**config.mk**
```make
export PLATFORM = sky130hd
export DESIGN_NAME = truth_table_extractor_flat
export DESIGN_NICKNAME = d
export VERILOG_FILES = /design/src/rtl/truth_table_extractor_pkg.sv /design/src/rtl/truth_table_extractor_if.sv /design/src/rtl/truth_table_extractor_row_sampler.sv /design/src/rtl/truth_table_extractor.sv /design/src/flat_wrapper.sv
export SDC_FILE = /design/constraint.sdc
export NUM_CORES = 1
export LEC_CHECK = 0
export CORE_ASPECT_RATIO = 1.5
export CORE_MARGIN = 10
export CORE_UTILIZATION = 55
export DETAILED_ROUTE_END_ITERATION = 16
export DONT_BUFFER_PORTS = 1
export GPL_ROUTABILITY_DRIVEN = 1
export PLACE_DENSITY = 0.69
export SLEW_MARGIN = 30
export SYNTH_ARGS = -nofsm -noshare
export SYNTH_HDL_FRONTEND = slang
export SYNTH_SLANG_ARGS = --single-unit
```
**constraint.sdc**
```tcl
create_clock -name clk -period 2.8 [get_ports clk]
set_input_delay 0.28 -clock clk [delete_from_list [all_inputs] [get_ports clk]]
set_output_delay 0.28 -clock clk [all_outputs]
set_load 0.05 [all_outputs]
```
**src/rtl/truth_table_extractor_pkg.sv**
```systemverilog
// Shared types and constants for the 3-input truth-table extractor.
// The row-to-bit mapping matches the hex naming used for the gate modules.
package tt_pkg;

  typedef enum logic [1:0] {
    IDLE   = 2'd0,
    SETTLE = 2'd1,
    SAMPLE = 2'd2,
    DONE   = 2'd3
  } tt_state_e;

  localparam int TT_ROWS   = 8;
  localparam int TT_CODE_W = 8;

  // Row 3'b000 lands in the MSB so the code reads like the gate name (e.g. 0x39).
  function automatic logic [2:0] tt_bit_of_row(input logic [2:0] row);
    return 3'(TT_ROWS - 1) - row;
  endfunction

endpackage

```
**src/rtl/truth_table_extractor_if.sv**
```systemverilog
// Controller-side handshake plus gate-side drive/sense for the extractor.
// slave = the extractor, master = whoever requests sweeps and models the gate.
interface truth_table_extractor_if;
  logic       start;
  logic       busy;
  logic [2:0] dut_in;
  logic       dut_out;
  logic [7:0] code;
  logic       code_valid;
  logic       code_ready;
  logic       unstable;

  modport slave (
    input  start, dut_out, code_ready,
    output busy, dut_in, code, code_valid, unstable
  );

  modport master (
    output start, dut_out, code_ready,
    input  busy, dut_in, code, code_valid, unstable
  );
endinterface

```
**src/rtl/truth_table_extractor_row_sampler.sv**
```systemverilog
// Per-row timing: counts the settle window, then samples dut_out on consecutive
// cycles and flags any sample that disagrees with the first one of the row.
module tt_row_sampler #(
  parameter int SETTLE_CYCLES  = 4,
  parameter int STABLE_SAMPLES = 2
) (
  input  logic clk,
  input  logic rst_n,
  input  logic settle_en,
  input  logic sample_en,
  input  logic dut_out,
  output logic settle_done,
  output logic sample_done,
  output logic sample_bit,
  output logic mismatch
);

  localparam int SETTLE_W = $clog2(SETTLE_CYCLES + 1);
  localparam int SAMPLE_W = $clog2(STABLE_SAMPLES + 1);

  logic [SETTLE_W-1:0] settle_cnt;
  logic [SAMPLE_W-1:0] sample_cnt;
  logic                first_q;

  assign settle_done = settle_en && (settle_cnt == SETTLE_W'(SETTLE_CYCLES - 1));
  assign sample_done = sample_en && (sample_cnt == SAMPLE_W'(STABLE_SAMPLES - 1));
  assign sample_bit  = dut_out;
  assign mismatch    = sample_en && (sample_cnt != '0) && (dut_out != first_q);

  // Counters idle at zero so every row starts its windows from a clean count.
  always_ff @(posedge clk or negedge rst_n) begin
    if (!rst_n) begin
      settle_cnt <= '0;
      sample_cnt <= '0;
      first_q    <= 1'b0;
    end else begin
      if (settle_en && !settle_done) settle_cnt <= settle_cnt + 1'b1;
      else                           settle_cnt <= '0;

      if (sample_en && !sample_done) sample_cnt <= sample_cnt + 1'b1;
      else                           sample_cnt <= '0;

      if (sample_en && (sample_cnt == '0)) first_q <= dut_out;
    end
  end

endmodule

```
**src/rtl/truth_table_extractor.sv**
```systemverilog
// Sweeps all eight input rows of a 3-input gate and assembles its truth-table
// code; the result is held behind a valid/ready handshake.
module truth_table_extractor
  import tt_pkg::*;
#(
  parameter int SETTLE_CYCLES  = 4,
  parameter int STABLE_SAMPLES = 2
) (
  input logic                  clk,
  input logic                  rst_n,
  truth_table_extractor_if.slave bus
);

  tt_state_e              state, state_nxt;
  logic [2:0]             row;
  logic [2:0]             dut_in_q;
  logic [TT_CODE_W-1:0]   code_q;
  logic                   code_valid_q;
  logic                   busy_q;
  logic                   unstable_q;
  logic                   settle_en, sample_en;
  logic                   settle_done, sample_done, sample_bit, mismatch;
  logic                   handshake;

  assign settle_en = (state == SETTLE);
  assign sample_en = (state == SAMPLE);
  assign handshake = code_valid_q && bus.code_ready;

  tt_row_sampler #(
    .SETTLE_CYCLES (SETTLE_CYCLES),
    .STABLE_SAMPLES(STABLE_SAMPLES)
  ) u_sampler (
    .clk        (clk),
    .rst_n      (rst_n),
    .settle_en  (settle_en),
    .sample_en  (sample_en),
    .dut_out    (bus.dut_out),
    .settle_done(settle_done),
    .sample_done(sample_done),
    .sample_bit (sample_bit),
    .mismatch   (mismatch)
  );

  always_ff @(posedge clk or negedge rst_n) begin
    if (!rst_n) state <= IDLE;
    else        state <= state_nxt;
  end

  always_comb begin
    state_nxt = state;
    case (state)
      IDLE:    if (bus.start) state_nxt = SETTLE;
      SETTLE:  if (settle_done) state_nxt = SAMPLE;
      SAMPLE:  if (sample_done) state_nxt = (row == 3'(TT_ROWS - 1)) ? DONE : SETTLE;
      DONE:    if (handshake) state_nxt = IDLE;
      default: state_nxt = IDLE;
    endcase
  end

  // DONE spends one cycle committing before code_valid rises; busy drops with it.
  always_ff @(posedge clk or negedge rst_n) begin
    if (!rst_n) begin
      row          <= '0;
      dut_in_q     <= '0;
      code_q       <= '0;
      code_valid_q <= 1'b0;
      busy_q       <= 1'b0;
      unstable_q   <= 1'b0;
    end else begin
      case (state)
        IDLE: begin
          if (bus.start) begin
            row        <= '0;
            dut_in_q   <= '0;
            code_q     <= '0;
            unstable_q <= 1'b0;
            busy_q     <= 1'b1;
          end
        end
        SAMPLE: begin
          if (mismatch) unstable_q <= 1'b1;
          if (sample_done) begin
            code_q[tt_bit_of_row(row)] <= sample_bit;
            if (row == 3'(TT_ROWS - 1)) begin
              dut_in_q <= '0;
            end else begin
              row      <= row + 1'b1;
              dut_in_q <= row + 1'b1;
            end
          end
        end
        DONE: begin
          if (!code_valid_q) begin
            code_valid_q <= 1'b1;
            busy_q       <= 1'b0;
          end else if (bus.code_ready) begin
            code_valid_q <= 1'b0;
          end
        end
        default: ;
      endcase
    end
  end

  assign bus.dut_in     = dut_in_q;
  assign bus.code       = code_q;
  assign bus.code_valid = code_valid_q;
  assign bus.busy       = busy_q;
  assign bus.unstable   = unstable_q;

endmodule

```
**src/flat_wrapper.sv**
```systemverilog
// flat-port wrapper written by rule: the top's interface ports become plain ports
module truth_table_extractor_flat import tt_pkg::*;
#(
  parameter int SETTLE_CYCLES  = 4,
  parameter int STABLE_SAMPLES = 2
)
  (clk, rst_n, bus_start, bus_dut_out, bus_code_ready, bus_busy, bus_dut_in, bus_code, bus_code_valid, bus_unstable);
  truth_table_extractor_if bus_i ();
  input logic clk;
  input logic rst_n;
  input wire logic [$bits(bus_i.start)-1:0] bus_start;
  input wire logic [$bits(bus_i.dut_out)-1:0] bus_dut_out;
  input wire logic [$bits(bus_i.code_ready)-1:0] bus_code_ready;
  output wire logic [$bits(bus_i.busy)-1:0] bus_busy;
  output wire logic [$bits(bus_i.dut_in)-1:0] bus_dut_in;
  output wire logic [$bits(bus_i.code)-1:0] bus_code;
  output wire logic [$bits(bus_i.code_valid)-1:0] bus_code_valid;
  output wire logic [$bits(bus_i.unstable)-1:0] bus_unstable;
  assign bus_i.start = bus_start;
  assign bus_i.dut_out = bus_dut_out;
  assign bus_i.code_ready = bus_code_ready;
  assign bus_busy = bus_i.busy;
  assign bus_dut_in = bus_i.dut_in;
  assign bus_code = bus_i.code;
  assign bus_code_valid = bus_i.code_valid;
  assign bus_unstable = bus_i.unstable;
  truth_table_extractor #(.SETTLE_CYCLES(SETTLE_CYCLES), .STABLE_SAMPLES(STABLE_SAMPLES)) u_core (.clk(clk), .rst_n(rst_n), .bus(bus_i));
endmodule
```
==> impl_results.html <==
<table>
<tr><th>Metric</th><th>Value</th></tr>
<tr><th colspan="2">Synthesis</th></tr>
<tr><td>Async S/R FF share, synth</td><td>100.0%</td></tr>
<tr><td>Total nets after synthesis</td><td>136</td></tr>
<tr><td>YS warnings</td><td>0</td></tr>
<tr><td>Number of storage elements in the synthesis netlist</td><td>25</td></tr>
<tr><td>Cell Area, Synth</td><td>0.001272 mm2</td></tr>
<tr><td>Number of standard cells after synthesis</td><td>between 100 and 150</td></tr>
<tr><td>Area fraction of the dominant cell type after synthesis</td><td>49.16%</td></tr>
<tr><td>Post-synth EDFFs</td><td>0</td></tr>
<tr><td>Most used DFF post-synth</td><td>dfrtp_1</td></tr>
<tr><td>Yosys top cell by area</td><td>dfrtp_1</td></tr>
<tr><td>Fraction of the yosys area taken by sequential cells</td><td>49.16%</td></tr>
<tr><td>Cells taking the most area after synthesis</td><td>dfrtp_1 49%, ha_1 5.9%, o21ai_0 4.7%, inv_1 3.2%, a211oi_1 2.9%</td></tr>
<tr><td>Library cells used by synthesis</td><td>35</td></tr>
<tr><td>Synthesized area per cell</td><td>10.18 um2</td></tr>
<tr><th colspan="2">Floorplanning</th></tr>
<tr><td>Die Footprint</td><td>~0.0047 mm2</td></tr>
<tr><td>I/O Pins</td><td>19</td></tr>
<tr><td>Core region area</td><td>roughly 0.0022 mm2</td></tr>
<tr><td>Vertical extent of the die</td><td>78.91 um</td></tr>
<tr><td>Starting Density</td><td>56.97%</td></tr>
<tr><td>Die X-Extent</td><td>59.28 um</td></tr>
<tr><td>Count of standard-cell rows</td><td>21</td></tr>
<tr><th colspan="2">Worst hold path</th></tr>
<tr><td>Min-Delay Path Depth</td><td>1</td></tr>
<tr><td>Startpoint of the lowest-slack hold path</td><td>bus_dut_out</td></tr>
<tr><td>Type of the tightest min-delay check</td><td>in -&gt; reg</td></tr>
<tr><td>Worst hold path endpoint</td><td>u_core.u_sampler.first_q</td></tr>
<tr><th colspan="2">STA</th></tr>
<tr><td>Worst Hold Margin</td><td>approximately 0.11 ns</td></tr>
<tr><td>Slew Limit Fails</td><td>0</td></tr>
<tr><td>Final setup violation count</td><td>0</td></tr>
<tr><td>Min Tclk post-route</td><td>1.807 ns</td></tr>
<tr><td>Setup repair after global routing missed its margin</td><td>no</td></tr>
<tr><td>Slew @ Worst Pin</td><td>0.6187 ns</td></tr>
<tr><td>Hold Vio Cnt, Final</td><td>0</td></tr>
<tr><td>Final worst clock skew</td><td>0.007249 ns</td></tr>
<tr><td>Setup_tns</td><td>0 ns</td></tr>
<tr><td>Period Utilization, post-route</td><td>64.53%</td></tr>
<tr><td>Peak Freq</td><td>0.5535 GHz</td></tr>
<tr><td>Worst max-slew margin expressed relative to the limit</td><td>58.75%</td></tr>
<tr><th colspan="2">CTS</th></tr>
<tr><td>Buffer count from post-CTS setup fixing</td><td>0</td></tr>
<tr><td>H-tree depth</td><td>1</td></tr>
<tr><td>Clk sinks</td><td>25</td></tr>
<tr><td>Maximum root-to-sink buffer count</td><td>2</td></tr>
<tr><td>Clock Pin Slew Worst Setup and Hold Paths</td><td>0.13 ns</td></tr>
<tr><td>Number of buffers created by CTS</td><td>3</td></tr>
<tr><td>Clock tree from TritonCTS</td><td>done</td></tr>
<tr><td>Cell at the root of the clock tree</td><td>clkbuf_4</td></tr>
<tr><td>Clock insertion delay at the later pin of the skew report</td><td>0.32 ns</td></tr>
<tr><th colspan="2">Place</th></tr>
<tr><td>IO buf count</td><td>0</td></tr>
<tr><td>Count of placed standard cells including taps</td><td>approximately 140</td></tr>
<tr><td>Final GP Congestion</td><td>0.7518</td></tr>
<tr><td>Post-DP HPWL</td><td>1.866 mm</td></tr>
<tr><td>Placed cell areas</td><td>0.001256 mm2</td></tr>
<tr><th colspan="2">Global routing</th></tr>
<tr><td>Initial antenna violation count</td><td>0</td></tr>
<tr><td>M2 GR Usage</td><td>19.00%</td></tr>
<tr><td>Wire length of the first global-routing pass</td><td>approximately 4.2 mm</td></tr>
<tr><td>Met3 Resource Use GR</td><td>2.866%</td></tr>
<tr><td>Met1 global-route usage</td><td>around 12%</td></tr>
<tr><td>Peak-usage layer in the global routing report</td><td>met2</td></tr>
<tr><td>Vias in the first global route</td><td>906</td></tr>
<tr><td>Overall routing resource usage</td><td>11.28%</td></tr>
<tr><td>Total congestion overflow after global routing</td><td>0</td></tr>
<tr><td>Largest net degree at the start of global routing</td><td>26</td></tr>
<tr><th colspan="2">Power and ir drop</th></tr>
<tr><td>Worst IR Drop VDD</td><td>511.5 uV</td></tr>
<tr><td>Share of power burned in registers</td><td>57.7%</td></tr>
<tr><td>Internal</td><td>a little over 600 uW</td></tr>
<tr><td>Sw Pwr</td><td>between 400 and 500 uW</td></tr>
<tr><td>PD cells</td><td>about 800 mW/mm2</td></tr>
<tr><td>Static leakage</td><td>around 0.53 nW</td></tr>
<tr><td>Clk pwr share</td><td>15.6%</td></tr>
<tr><td>Logic gate share of total power</td><td>26.7%</td></tr>
<tr><td>Switching portion of total power</td><td>41.45%</td></tr>
<tr><th colspan="2">Setup path</th></tr>
<tr><td>Worst path required time</td><td>3.04 ns</td></tr>
<tr><td>Critical path start-end classification</td><td>reg -&gt; reg</td></tr>
<tr><td>Type of element capturing the critical path</td><td>flop</td></tr>
<tr><td>Type of element launching the critical path</td><td>flop</td></tr>
<tr><td>Worst Reg2Reg Path Length in Cells</td><td>3</td></tr>
<tr><td>Startpoint of the worst-slack reg-to-reg timing path</td><td>u_core.state[1]</td></tr>
<tr><td>Arrival time of the worst setup path</td><td>2.05 ns</td></tr>
<tr><td>Peak fanout along the critical path</td><td>16</td></tr>
<tr><td>Worst reg2reg endpoint</td><td>u_core.bus.code[2]</td></tr>
<tr><td>Reg2Reg Setup Slack</td><td>0.99 ns</td></tr>
<tr><th colspan="2">Route</th></tr>
<tr><td>Number of design-rule violations left by the first detailed-router iteration</td><td>37</td></tr>
<tr><td>Detailed-route DRC error count</td><td>0</td></tr>
<tr><td>Drt wl/cell</td><td>17.43 um</td></tr>
<tr><td>Via count normalized by instance count</td><td>6.352</td></tr>
<tr><td>Total wire length</td><td>between 2 and 3 mm</td></tr>
<tr><td>Detailed-routing iteration count for the pre-antenna-repair pass</td><td>4</td></tr>
<tr><td>Via count</td><td>between 900 and 1000</td></tr>
<tr><td>Count of antenna-violating nets left after detailed routing</td><td>0</td></tr>
<tr><th colspan="2">Final layout</th></tr>
<tr><td>Layout-stage area growth over the synthesis result</td><td>1.966%</td></tr>
<tr><td>Final antenna diode count</td><td>0</td></tr>
<tr><td>Net total in the final layout</td><td>about 130</td></tr>
<tr><td>Non-filler cells, final</td><td>145</td></tr>
<tr><td>Proportion of layout cells with a drive suffix above 1</td><td>approximately 8%</td></tr>
<tr><td>Final instance area</td><td>0.001297 mm2</td></tr>
<tr><th colspan="2">Outcome</th></tr>
<tr><td>Outcome</td><td>finished, final reports clean</td></tr>
<tr><th colspan="2">Run</th></tr>
<tr><td>Number of violations of the max-capacitance limit</td><td>0</td></tr>
</table>
-- state kept, by name (all words and copies together), names as in the netlist, 2 cells and up --
register                     count
u_core.state                     2
u_core.u_sampler.settle_cnt      3
u_core.bus.dut_in                3
u_core.row                       3
u_core.u_sampler.sample_cnt      2
u_core.bus.code                  8
-- metrics by stage --
stage          power [mW]  utilization (%)  setup WS, ns
2_1_floorplan      0.8203                -         1.311
3_3_place_gp       0.8525            56.25         1.043
3_5_place_dp       0.8721            56.25         1.006
4_1_cts             1.038            57.87        0.9946
5_1_grt             1.107            58.10        0.7700
6_report            1.034            58.10        0.9932
-- area by class of cell --
class                      instances  area, um2
multi-input combinational         79      553.0
tap                               23      28.78
clock buffer                       4      26.28
inverter                          11      41.29
sequential                        25      625.6
fill                             190      935.9
timing repair buffer               3      22.52
-- logic make-up (layout without fill, tap and decap cells) --
group | after synthesis | after routing | synth area share (%)
AOI/OAI and AO/OA | 37 | 37 | 19.08
xor gates and xnor gates | 1 | 1 | 0.6884
adders and majority gates | 6 | 6 | 5.900
buffers and inverters | 21 | 18 | 7.375
DFF | 25 | 25 | 49.16
muxes | 4 | 4 | 3.343
and+or+nand+nor | 31 | 31 | 14.45
-- repair_timing --
item                      CTS  global route
hold buffers                1             1
resized for setup           0             0
hold endpoints to repair   25            25
-- worst max path at each step --
| stage | start | cells after the start | endpoint |
|---|---|---|---|
| final | u_core.state[1] | 3 | u_core.bus.code[2] |
| after global routing | u_core.state[1] | 3 | u_core.bus.code[2] |
| after CTS | u_core.row[0] | 5 | u_core.state[1] |
| after detailed placement | u_core.row[0] | 5 | u_core.state[1] |
| after global placement | u_core.row[0] | 5 | u_core.state[1] |
| after floorplan | u_core.row[0] | 5 | u_core.state[1] |
-- metal layers --
metal,vias up,part of all wire [%]
met5,-,0
met2,16,55
met1,462,39
met4,0,1.8
li1,438,-
met3,5,3.5
-- layout by cell type, fill, tap and decap left out, types with 4 or more instances in the layout --
master    count
nand2_1       4
inv_1        11
nand3_1       4
dfrtp_1      25
o21ai_0      12
a211oi_1      5
o22ai_1       5
nor2_1        5
ha_1          6
nand3b_1      4
-- worst max-delay path, cell delays in order, from the launching register on --
cell and delay [ns]:
dfrtp_1 0.70, nor2b_1 0.52, nand3_2 0.25, o22ai_1 0.25
-- cell usage after synthesis, types with 2 or more instances --
cell and number:
o211ai_1 3, a211oi_1 5, o21ai_0 12, inv_1 11
nor2b_1 2, nand2_1 4, nor3b_1 2, o2bb2ai_1 3
a22oi_1 2, or3_1 2, nand3b_1 4, o22ai_1 5
mux2_2 2, a21oi_1 2, clkbuf_1 2, or3b_1 3
ha_1 6, nand3_1 4, dfrtp_1 25, buf_2 6
mux2i_1 2, nor2_1 5
-- power groups by stage --
stage	Combinational, mW	Clock, mW	Sequential [mW]
2_1_floorplan	0.303	0	0.517
3_3_place_gp	0.254	0	0.599
3_5_place_dp	0.268	0	0.604
4_1_cts	0.277	0.165	0.596
5_1_grt	0.309	0.187	0.611
6_report	0.276	0.161	0.596
(Power assumes the default switching activity.)
==> RTL edit 1: new RTL, same settings <==
Make the reset (`rst_n`) synchronous in 3 clocked blocks.
--- a/src/rtl/truth_table_extractor_row_sampler.sv
+++ b/src/rtl/truth_table_extractor_row_sampler.sv
@@ -28,7 +28,7 @@
   assign mismatch    = sample_en && (sample_cnt != '0) && (dut_out != first_q);
 
   // Counters idle at zero so every row starts its windows from a clean count.
-  always_ff @(posedge clk or negedge rst_n) begin
+  always_ff @(posedge clk) begin
     if (!rst_n) begin
       settle_cnt <= '0;
       sample_cnt <= '0;
--- a/src/rtl/truth_table_extractor.sv
+++ b/src/rtl/truth_table_extractor.sv
@@ -41,7 +41,7 @@
     .mismatch   (mismatch)
   );
 
-  always_ff @(posedge clk or negedge rst_n) begin
+  always_ff @(posedge clk) begin
     if (!rst_n) state <= IDLE;
     else        state <= state_nxt;
   end
@@ -58,7 +58,7 @@
   end
 
   // DONE spends one cycle committing before code_valid rises; busy drops with it.
-  always_ff @(posedge clk or negedge rst_n) begin
+  always_ff @(posedge clk) begin
     if (!rst_n) begin
       row          <= '0;
       dut_in_q     <= '0;
Formal check against the unedited RTL: differs if rst_n is asserted again (counterexample within 4 cycles, from zero or initial values and one cycle with rst_n low); with rst_n held inactive, the same outputs for 10 cycles.
==> RTL edit 1 against the original RTL <==
  * Wire length grew 4.2%
  * Synthesized area is essentially flat
  * Count of clock-buffer cells in the layout decreased by 1
  * Die area about the same
  * Clock skew rose by 0.0042 ns
  * Worst setup slack got worse by 0.051 ns
  * Design area is 2.1% lower
  * Maximum frequency decreased by 2.8%
  * Sequential cell count unchanged
  * Critical path type unchanged
Power is not compared: it rests on default switching activity, and its combinational part moved more than twofold at a synthesized area within 25%.
==> RTL edit 1: results (changes against the original RTL) <==
[drt]
routed_via_density = 6.33  ; -0.32%
route.met3.wl_microns = 140  ; +57%
drt-initial-drc-count = 29  ; -22%
drtAntennaViolNets = 0  ; unchanged
met1Wirelength_mm = 1.03  ; +3.7%
wl_met2_mm = 1.43  ; +2.4%
routedWlPerCell_microns = 15.9  ; -9.0%

[critical_path]
critPathTopFamily = flip-flops
critPathMaxFanout = 18  ; +2
regToRegSetupSlack_ns = 0.94  ; -0.05 ns
critPathMaxStageDelay_ns = 0.66  ; -0.04 ns
cp_slowest_cell = dfxtp_1
crit_end = u_core.bus.code[2]$_SDFFE_PN0P_
crit_start = u_core.state[1]$_SDFFE_PN0P_
critPathArrivalTime_ns = 2.11  ; +0.06 ns

[final_layout]
layout.cells.non_filler = 166  ; +14%

[grt]
grt_pass1_wl_mm = 4.77  ; +13%
grt_max_degree = 24  ; -7.7%
grt.total_usage_pct = 12.2  ; +0.89 points
grt_pass1_vias = 1060  ; +17%

[logic_synthesis]
async_reset_ff_share_pct = 0  ; -100 points
syn_nets = 163  ; +20%
seq_area_frac_synth_pct = 39.3  ; -9.9 points
yosys-top-cells-area = dfxtp_1 39%, ha_1 6.9%, o21ai_0 5.9%
yosys-top-cells-count = 25 x dfxtp_1, 15 x o21ai_0, 11 x a31oi_1, 10 x inv_1, 9 x nand2_1
ys.flop_type = dfxtp_1
avgSynthCellArea_sq_um = 8.44  ; -17%

[timing]
worst_slew_pin_slew_ns = 0.793  ; +0.175 ns
holdWs_ns = 0.0593  ; -0.0492 ns

[placement]
port_buffers = 0  ; unchanged
post-place-ws_ns = 0.959  ; -0.0462 ns
dpl-instance-area_sq_um = 1240  ; -1.3%
routabilityCongestion = 0.817  ; +8.7%
post-dp-hpwl_mm = 1.91  ; +2.4%

[worst_hold_path]
min_from = rst_n

[outcome]
outcome = complete, no violations

[cts]
path_clk_slew_ns = 0.15  ; +0.02 ns

## RTL edit 1: changes by cell type in the layout (fill, tap and decap cells not counted), moves of 3 or more
cell | unedited run | this run
a21oi_1 | 2 | 7
o22ai_1 | 5 | 0
or3b_1 | 3 | 0
a31oi_1 | 1 | 11
nand4_1 | 0 | 8
o21ai_0 | 12 | 15
dfxtp_1 | 0 | 25
o311ai_0 | 0 | 3
a211oi_1 | 5 | 0
dfrtp_1 | 25 | 0
nand2_1 | 4 | 9
o2bb2ai_1 | 3 | 0
## RTL edit 1: layout make-up
| type | instances | area, sq um |
|---|---|---|
| fill | 212 | 963 |
| multi-input combinational | 103 | 669 |
| sequential | 25 | 500 |
| inverter | 11 | 41.3 |
| tap | 23 | 28.8 |
| clock buffer | 3 | 22.5 |
| clock inverter | 1 | 7.51 |
## RTL edit 1: metal layers
layer,vias to the layer above,global-route usage (%)
li1,532,-
met1,495,13.4
met2,20,21.7
met3,4,2.71
met4,0,4.15
met5,-,0
## RTL edit 1: report_power, final
group,internal [mW],switching [mW],total [mW]
Clock,0.0547,0.112,0.167
Sequential,0.359,0.0127,0.372
Combinational,0.00771,0.0144,0.0221
Total,0.422,0.139,0.561
## RTL edit 1: cell families (layout without fill, tap and decap cells)
logic type / after synthesis / in the layout / synth area share [%]
fa+ha+maj: 7 / 7 / 6.88
compound gates: 41 / 41 / 19.5
mux: 3 / 3 / 2.46
buf+inv: 23 / 15 / 8.15
simple gates: 51 / 51 / 23.1
flops: 25 / 25 / 39.3
xor+xnor: 1 / 1 / 0.688
## RTL edit 1: worst reg2reg max path: cells and delay by family (launching register included)
family	cells	cell delay (ns)
DFF	1	0.66
and+or+nand+nor	1	0.66
AOI/OAI and AO/OA	2	0.46
==> RTL edit 2: new RTL, same settings <==
Made on the original files. `STABLE_SAMPLES` is set to 2 in 3 places; all go to 1.
--- a/src/rtl/truth_table_extractor_row_sampler.sv
+++ b/src/rtl/truth_table_extractor_row_sampler.sv
@@ -2,7 +2,7 @@
 // cycles and flags any sample that disagrees with the first one of the row.
 module tt_row_sampler #(
   parameter int SETTLE_CYCLES  = 4,
-  parameter int STABLE_SAMPLES = 2
+  parameter int STABLE_SAMPLES = 1
 ) (
   input  logic clk,
   input  logic rst_n,
--- a/src/rtl/truth_table_extractor.sv
+++ b/src/rtl/truth_table_extractor.sv
@@ -4,7 +4,7 @@
   import tt_pkg::*;
 #(
   parameter int SETTLE_CYCLES  = 4,
-  parameter int STABLE_SAMPLES = 2
+  parameter int STABLE_SAMPLES = 1
 ) (
   input logic                  clk,
   input logic                  rst_n,
--- a/src/flat_wrapper.sv
+++ b/src/flat_wrapper.sv
@@ -2,7 +2,7 @@
 module truth_table_extractor_flat import tt_pkg::*;
 #(
   parameter int SETTLE_CYCLES  = 4,
-  parameter int STABLE_SAMPLES = 2
+  parameter int STABLE_SAMPLES = 1
 )
   (clk, rst_n, bus_start, bus_dut_out, bus_code_ready, bus_busy, bus_dut_in, bus_code, bus_code_valid, bus_unstable);
   truth_table_extractor_if bus_i ();
Formal check against the unedited RTL: not equivalent (a bounded check fails within 10 cycles, from zero or initial values and one cycle with rst_n low).
==> RTL edit 2 against the original RTL <==
  * Synthesized area is 2.4% higher
  * Design area decreased by 0.67%
  * Power rose by 14%
  * Sequential power rose by 11%
  * Cell count down 2.1%
  * Wire length down 1.1%
  * Worst setup slack worse by 0.021 ns
  * Sequential cell count decreased by 1
  * Critical endpoint is now u_core.bus.dut_in[0]$_DFFE_PN0P_
  * Via count fell by 2.8%
==> RTL edit 2: results (changes against the original RTL) <==
[logic_synthesis]
async_reset_ff_share_pct = 100  ; unchanged
yosys-top-cells-count = 24 x dfrtp_1, 13 x inv_1, 10 x o22ai_1, 8 x o21ai_0, 6 x nor2_1
synth.mux.area_fraction_pct = 1.63  ; -1.7 points
synth-compound-area-share_pct = 21.3  ; +2.2 points
synth_fa_ha_area_share_pct = 3.84  ; -2.1 points
yosysUniqueCellTypes = 41  ; +17%
yosysTopAreaCellShare_pct = 46.1  ; -3.1 points
yosys_warnings = 0  ; unchanged
postSynthCellCount = 122  ; -2.4%
synth_xor_area_share_pct = 0.672  ; -0.016 points
yosys-top-cells-area = dfrtp_1 46%, o22ai_1 4.8%, a221oi_2 4.6%
seq_area_frac_synth_pct = 46.1  ; -3.1 points

[grt]
met3_usage_pct = 3.34  ; +0.48 points
grt.total_usage_pct = 11.3  ; -0.019 points
grt_util_met2_pct = 17.8  ; -1.2 points
grt_max_degree = 25  ; -3.8%
grt_pass1_vias = 890  ; -1.8%
grt_use_met1_pct = 13.1  ; +0.81 points
grt_pass1_wl_mm = 4.19  ; -1.3%

[critical_path]
regToRegSetupSlack_ns = 0.97  ; -0.02 ns
critPathMaxStageDelay_ns = 0.85  ; +0.15 ns
rr_endpoint = u_core.bus.dut_in[0]$_DFFE_PN0P_
critPathTopFamily = flip-flops
critPathMaxFanout = 21  ; +5
reg2reg_depth = 3  ; unchanged
cp_slowest_cell = dfrtp_1

[drt]
routed_via_density = 6.30  ; -0.77%
first_pass_iters = 4  ; unchanged
routed_wirelength_mm = 2.50  ; -1.1%
drt-initial-drc-count = 25  ; -32%
routed-via-count = 895  ; -2.8%
drtAntennaViolNets = 0  ; unchanged

[final_layout]
drive_gt1_share_pct = 13.4  ; +5.2 points
layout.nets = 129  ; -3.7%
multi_input_area_sq_um = 559  ; +1.1%
num-fill-cells = 199  ; +4.7%

[timing]
finClkSkew_ns = 0.00129  ; -0.00596 ns
fmax_ghz = 0.547  ; -1.1%
holdWs_ns = 0.156  ; +0.0473 ns
slew_headroom_pct = 49.5  ; -9.3 points

[placement]
dpl-instance-area_sq_um = 1240  ; -1.5%
post-dp-hpwl_mm = 1.81  ; -3.0%
place_inst = 136  ; -2.2%
routabilityCongestion = 0.896  ; +19%
post-place-ws_ns = 1.01  ; -0.000260 ns

[worst_hold_path]
min_from = bus_start
hold-path-endpoint = u_core.bus.busy$_DFFE_PN0P_
min_path_cells = 2  ; +1

[power_and_ir_drop]
p_leak_nw = 0.569  ; +7.0%
power.switching_mw = 0.522  ; +22%
pg_seq_mw = 0.664  ; +11%
vdd_ir_drop_max_mv = 0.619  ; +21%
p_int_mw = 0.658  ; +8.8%
p_clk_share_pct = 16.1  ; +0.5 points

[outcome]
outcome = complete, no violations

[cts]
post_cts_buffers = 0  ; unchanged
path_clk_slew_ns = 0.13  ; about the same

-- RTL edit 2: cell count changes after synthesis, sizes merged, moves of 2 or more --
cell | before | now
o22ai | 5 | 10
a221oi | 0 | 8
o21ai | 13 | 8
inv | 11 | 13
ha | 6 | 4
o211ai | 3 | 0
a21o | 0 | 2
nor3b | 2 | 0
a22oi | 2 | 0
a211oi | 6 | 0
nor2b | 2 | 0
o2bb2ai | 3 | 1
nand2b | 1 | 4
-- RTL edit 2: final cells by class --
class                           count  area share (%)
Sequential cell                    24            46.6
Multi-Input combinational cell     76            43.4
Inverter                           13            3.79
Clock buffer                        4            2.82
Tap cell                           23            2.23
Timing Repair Buffer                2            1.17
-- RTL edit 2: metal layers --
layer / part of all wire, % / routed length [microns]
met5: 0 / 0
met4: 2.8 / 70
met3: 5.8 / 145
met2: 52 / 1290
met1: 40 / 989
-- RTL edit 2: kinds of logic after synthesis --
group           Yosys count
simple gates             31
xor+xnor                  1
other cells               1
buf+inv                  22
flops                    24
mux                       2
compound gates           37
fa+ha+maj                 4
